[config.mk]
export PLATFORM = sky130hd
export DESIGN_NAME = mem_port_arbiter
export DESIGN_NICKNAME = d
export VERILOG_FILES = /design/src/rtl/mem_port_arbiter.sv
export SDC_FILE = /design/constraint.sdc
export NUM_CORES = 1
export LEC_CHECK = 0
export ABC_AREA = 1
export ABC_CLOCK_PERIOD_IN_PS = 1700
export CORE_MARGIN = 3
export CORE_UTILIZATION = 47
export DETAILED_ROUTE_END_ITERATION = 10
export HOLD_SLACK_MARGIN = 0.12
export PLACE_DENSITY_LB_ADDON = 0.2
export SLEW_MARGIN = 0
export SYNTH_ARGS = -nofsm -noshare
export SYNTH_HDL_FRONTEND = slang
export SYNTH_SLANG_ARGS = --single-unit
[constraint.sdc]
create_clock -name clk -period 1.7 [get_ports clk]
set_input_delay 0.51 -clock clk [delete_from_list [all_inputs] [get_ports clk]]
set_output_delay 0.51 -clock clk [all_outputs]
set_load 0.1 [all_outputs]
[src/rtl/mem_port_arbiter.sv]
// ---------------------------------------------------------------------------
// mem_port_arbiter
//   Round-robin arbiter and sequencer for the single memory port. Control FSMs
//   (0 = fetch, 1 = load, 2 = store) request the port. One requester is granted
//   at a time. The block drives memEn/memOp, waits for MFC and then returns a
//   one-cycle done pulse to the granted requester. If MFC never arrives within
//   TIMEOUT access cycles, the access is aborted and a sticky timeout_err is set.
//
// Ports
//   clk          in   1     system clock, rising edge
//   reset        in   1     synchronous, active-low reset
//   req          in   NREQ  per-requester request, level, held until done/err
//   op           in   NREQ  per-requester operation (1 = read, 0 = write)
//   MFC          in   1     memory function complete
//   gnt          out  NREQ  one-hot grant
//   memEn        out  1     memory enable
//   memOp        out  1     memory operation (latched op of the granted requester)
//   done         out  NREQ  one-cycle completion pulse to the granted requester
//   busy         out  1     high whenever the sequencer is not idle
//   timeout_err  out  1     sticky MFC-timeout flag, cleared only by reset
// ---------------------------------------------------------------------------
module mem_port_arbiter #(
    parameter int unsigned NREQ    = 3,
    parameter int unsigned TIMEOUT = 16,
    parameter int unsigned CNT_W   = 5
) (
    input  logic            clk,
    input  logic            reset,
    input  logic [NREQ-1:0] req,
    input  logic [NREQ-1:0] op,
    input  logic            MFC,
    output logic [NREQ-1:0] gnt,
    output logic            memEn,
    output logic            memOp,
    output logic [NREQ-1:0] done,
    output logic            busy,
    output logic            timeout_err
);

    localparam int unsigned IDX_W = (NREQ > 1) ? $clog2(NREQ) : 1;
    localparam int unsigned TMO_LAST_INT = (TIMEOUT == 0) ? 0 : (TIMEOUT - 1);
    localparam logic [CNT_W-1:0] TMO_LAST = CNT_W'(TMO_LAST_INT);
    localparam logic [CNT_W-1:0] CNT_MAX  = '1;
    localparam logic [IDX_W-1:0] LAST_IDX = IDX_W'(NREQ - 1);

    typedef enum logic [1:0] {
        S_IDLE    = 2'd0,
        S_GRANT   = 2'd1,
        S_ACCESS  = 2'd2,
        S_RELEASE = 2'd3
    } state_t;

    state_t state;
    state_t state_nxt;

    // Internal registers
    logic [IDX_W-1:0] rr_ptr;
    logic [IDX_W-1:0] owner;
    logic             op_lat;
    logic [CNT_W-1:0] cnt;

    // Next values of every register
    logic [NREQ-1:0]  gnt_d;
    logic             mem_en_d;
    logic             mem_op_d;
    logic [NREQ-1:0]  done_d;
    logic             busy_d;
    logic             timeout_err_d;
    logic [IDX_W-1:0] rr_ptr_d;
    logic [IDX_W-1:0] owner_d;
    logic             op_lat_d;
    logic [CNT_W-1:0] cnt_d;

    // Round-robin pick
    logic             pick_vld_c;
    logic [IDX_W-1:0] pick_idx_c;
    logic [IDX_W-1:0] cand_c;
    logic             tmo_hit_c;

    // First requesting index found searching upward from rr_ptr with wrap
    always_comb begin
        pick_vld_c = 1'b0;
        pick_idx_c = '0;
        cand_c     = '0;
        for (int unsigned i = 0; i < NREQ; i++) begin
            cand_c = IDX_W'((32'(rr_ptr) + i) % NREQ);
            if (!pick_vld_c && req[cand_c]) begin
                pick_vld_c = 1'b1;
                pick_idx_c = cand_c;
            end
        end
    end

    // Last permitted access cycle without MFC; never fires when TIMEOUT is 0
    assign tmo_hit_c = (TIMEOUT != 0) && (cnt == TMO_LAST);

    // State and output registers
    always_ff @(posedge clk) begin
        if (!reset) begin
            state       <= S_IDLE;
            gnt         <= '0;
            memEn       <= 1'b0;
            memOp       <= 1'b0;
            done        <= '0;
            busy        <= 1'b0;
            timeout_err <= 1'b0;
            rr_ptr      <= '0;
            owner       <= '0;
            op_lat      <= 1'b0;
            cnt         <= '0;
        end else begin
            state       <= state_nxt;
            gnt         <= gnt_d;
            memEn       <= mem_en_d;
            memOp       <= mem_op_d;
            done        <= done_d;
            busy        <= busy_d;
            timeout_err <= timeout_err_d;
            rr_ptr      <= rr_ptr_d;
            owner       <= owner_d;
            op_lat      <= op_lat_d;
            cnt         <= cnt_d;
        end
    end

    // Next-state logic
    always_comb begin
        state_nxt = state;
        case (state)
            S_IDLE: begin
                if (pick_vld_c) begin
                    state_nxt = S_GRANT;
                end
            end
            S_GRANT: begin
                state_nxt = S_ACCESS;
            end
            S_ACCESS: begin
                if (MFC || tmo_hit_c) begin
                    state_nxt = S_RELEASE;
                end
            end
            S_RELEASE: begin
                if (!req[owner]) begin
                    state_nxt = S_IDLE;
                end
            end
            default: begin
                state_nxt = S_IDLE;
            end
        endcase
    end

    // Output / datapath next values
    always_comb begin
        gnt_d         = gnt;
        mem_en_d      = memEn;
        mem_op_d      = memOp;
        done_d        = '0;
        timeout_err_d = timeout_err;
        rr_ptr_d      = rr_ptr;
        owner_d       = owner;
        op_lat_d      = op_lat;
        cnt_d         = cnt;
        busy_d        = (state_nxt != S_IDLE);

        case (state)
            S_IDLE: begin
                if (pick_vld_c) begin
                    gnt_d    = NREQ'(1) << pick_idx_c;
                    owner_d  = pick_idx_c;
                    op_lat_d = op[pick_idx_c];
                end
            end
            S_GRANT: begin
                mem_en_d = 1'b1;
                mem_op_d = op_lat;
                cnt_d    = '0;
            end
            S_ACCESS: begin
                // MFC takes priority over a simultaneous timeout
                if (MFC) begin
                    mem_en_d = 1'b0;
                    done_d   = NREQ'(1) << owner;
                end else if (tmo_hit_c) begin
                    mem_en_d      = 1'b0;
                    timeout_err_d = 1'b1;
                end else if (cnt != CNT_MAX) begin
                    cnt_d = cnt + CNT_W'(1);
                end
            end
            S_RELEASE: begin
                if (!req[owner]) begin
                    gnt_d    = '0;
                    rr_ptr_d = (owner == LAST_IDX) ? '0 : owner + IDX_W'(1);
                end
            end
            default: begin
                gnt_d    = '0;
                mem_en_d = 1'b0;
            end
        endcase
    end

endmodule
==> flow_metrics.env <==
export IMPL_path_max_fanout=4
export IMPL_setup_violations=4
export IMPL_routed_wl_mm=2.92
export IMPL_synth_area_um2=1180
export IMPL_syn_instance_count=170
export IMPL_die_area_um2=3160
export IMPL_drv_slew=0
export IMPL_crit_start="req[2]"
export IMPL_timing_critical_path_to="op_lat"
export IMPL_post_route_period_util_pct=103
export IMPL_multiInputGateArea_um2=766
export IMPL_yosys_area_top_type="dfxtp_1"
export IMPL_drv_cap=0
export IMPL_final_cells=235
export IMPL_reg2regPathDepth=12
export IMPL_finalCriticalPeriod_ns=1.74
export IMPL_overflow=0
export IMPL_areaGrowthSynthToFinish_pct=51.5
export IMPL_numPortBuffers=18
export IMPL_p_per_area_nw_per_um2=1210
export IMPL_io_pin_count=19
export IMPL_path_clk_slew_ns=0.12
export IMPL_fmax_mhz=573
export IMPL_avgSynthCellArea_um2=6.96
export IMPL_fin_ws_ns=-0.0445
export IMPL_crit_arrival_ns=1.96
export IMPL_hpwl_mm=1.98
export IMPL_synth_enable_flop_cells=0
export IMPL_yosys_cell_types_count=25
export IMPL_drc=0
export IMPL_htreeDepth=1
export IMPL_synth_warnings=0
export IMPL_gp_congestion=0.873
export IMPL_cp_end_kind="flip-flop"
export IMPL_grt_antenna_before_repair=0
export IMPL_tightestPinTransition_ns=0.354
export IMPL_dp_cells=223
export IMPL_cts_path_max_buffers=2
export IMPL_antennaDiodeCount=0
export IMPL_grt_pass1_vias=1174
export IMPL_clock_latency_ns=0.31
export IMPL_cts_tree="built"
export IMPL_crit_required_ns=1.91
export IMPL_rsz0062_at_grt="yes"
export IMPL_drtIter0Drc=62
export IMPL_die_h_um=56.2
export IMPL_ys_flop_type="dfxtp_1"
export IMPL_nNetsFinal=223
export IMPL_r2r_slack_ns=-0.02
export IMPL_drive_gt1_share_pct=35.3
export IMPL_final_util_pct=78.1
export IMPL_critical_path_class="in -> reg"
export IMPL_regArea_um2=448
export IMPL_slew_headroom_pct=76.3
export IMPL_row_count=17
export IMPL_seq_area_frac_synth_pct=37.2
export IMPL_r2r_start="rr_ptr[0]"
export IMPL_power_leakage_uw=0.000798
export IMPL_drt_pre_antenna_iters=4
export IMPL_final_design_area_no_fill_um2=1790
export IMPL_coreArea_um2=2300
export IMPL_synthArstFlopShare_pct=0
export IMPL_synth_area_leaders="dfxtp_1, nand2_1, nor2_1"
export IMPL_wl_per_cell_um=12.4
export IMPL_die_w_um=56.2
export IMPL_synth_seq_cells=22
export IMPL_fin_tns_setup_ns=-0.105
export IMPL_grt_use_total_pct=19.1
export IMPL_netlist_top_cells_count="nand2_1, nor2_1, dfxtp_1"
export IMPL_outcome="complete, but fails checks"
export IMPL_vias=1253
export IMPL_skew_ns=0.00300
export IMPL_hold_path_class="reg -> reg"
export IMPL_cts_sinks=22
export IMPL_nFillCells=162
export IMPL_vdd_ir_drop_max_mv=1.44
export IMPL_grt_max_degree=13
export IMPL_numCtsBuffers=3
export IMPL_power_uw=2170
export IMPL_finalHoldViolations=0
export IMPL_cts_hold_buf=0
export IMPL_worstSetupStartpointType="primary input"
export IMPL_synth_fp_nets=185
export IMPL_routed_via_density=5.33
export IMPL_cts_root_buf="clkbuf_4"
export IMPL_dpl_instance_area_um2=1560
export IMPL_grt_pass1_wl_mm=4.92
export IMPL_initial_core_util_pct=51.5
export IMPL_r2r_end="gnt[2]"
export IMPL_synth_top_cell_area_share_pct=37.2
export IMPL_violations="setup timing"
export IMPL_postRouteAntennaNets=0
layout make-up:
class / instances / share of cell area [%]
multi-input combinational: 122 / 42.7
timing repair buffer: 34 / 22.8
tap: 28 / 1.95
clock buffer: 4 / 2.02
sequential: 22 / 25.0
inverter: 25 / 5.51
power by group:
part	internal, uW	total [uW]	switching, uW
combinational	433	1180	749
clock	131	289	158
sequential	608	698	90.6
cells in the final DEF (no fill, tap or decap), drive strengths merged:
cell type | synthesis | final
o211ai | 1 | 1
o21ai | 10 | 10
buf | 0 | 26
nor3 | 7 | 7
nand3 | 16 | 16
inv | 25 | 25
nand4 | 3 | 3
nand2 | 33 | 33
o22ai | 1 | 1
a21oi | 12 | 12
a211oi | 1 | 1
dfxtp | 22 | 22
clkdlybuf4s50 | 0 | 6
nor2 | 29 | 29
nor3b | 1 | 1
nand3b | 1 | 1
dlymetal6s2s | 0 | 2
clkbuf | 1 | 4
and3 | 1 | 1
ha | 6 | 6
per-layer routing:
layer  global-route usage, %  share of wire (%)  up-vias
li1                        -                  -      627
met1                    26.1                 45      569
met5                       0                  0        -
met3                    5.34                6.5        8
met4                    5.76                2.0        0
met2                    29.0                 47       49
sequential cells by signal, summed over array words and instances, names as in the netlist, 2 cells and up:
register / flops
cnt: 5
done: 3
gnt: 3
owner: 2
rr_ptr: 2
state: 2
cell families (layout without fill, tap and decap cells):
logic type | Yosys count | count (layout) | synth area share [%]
AND/OR/NAND/NOR | 91 | 91 | 36.2
buffers and inverters | 26 | 63 | 8.24
AO/OA/AOI/OAI | 25 | 25 | 12.1
flip-flops | 22 | 22 | 37.2
adder cells (fa/ha/maj) | 6 | 6 | 6.34
timing repair:
| action | in CTS | in global routing |
|---|---|---|
| setup endpoints to repair | 11 | 15 |
| pin swaps | 4 | 17 |
| gates resized for setup | 14 | 29 |
| setup buffers | 4 | 4 |
stage by stage:
stage	setup WS (ns)	hold slack, ns
4_1_cts	0.00163	0.492
3_3_place_gp	-0.319	0.469
3_5_place_dp	-0.333	0.480
2_1_floorplan	0.0556	0.439
5_1_grt	-0.124	0.495
6_report	-0.0445	0.474
worst max-delay path, cell delays in order:
cell             delay [ns]
clkdlybuf4s50_1        0.48
inv_1                  0.08
o21ai_1                0.21
nand2_4                0.09
buf_4                  0.14
nand3_1                0.07
nor2_1                 0.04
nor2_1                 0.11
nor2_1                 0.06
nor2_1                 0.11
a21oi_2                0.06
how the worst min path moves through the flow:
stage	slack, ns	end	from	cells past startpoint
after floorplan	0.44	done[2]	owner[0]	1
after global placement	0.47	cnt[0]	cnt[0]	1
after detailed placement	0.48	done[2]	owner[0]	1
after CTS	0.49	cnt[0]	cnt[0]	1
after global routing	0.49	cnt[0]	cnt[0]	1
final	0.47	cnt[0]	cnt[0]	1
Note: power is estimated with default switching activity, not from simulation.
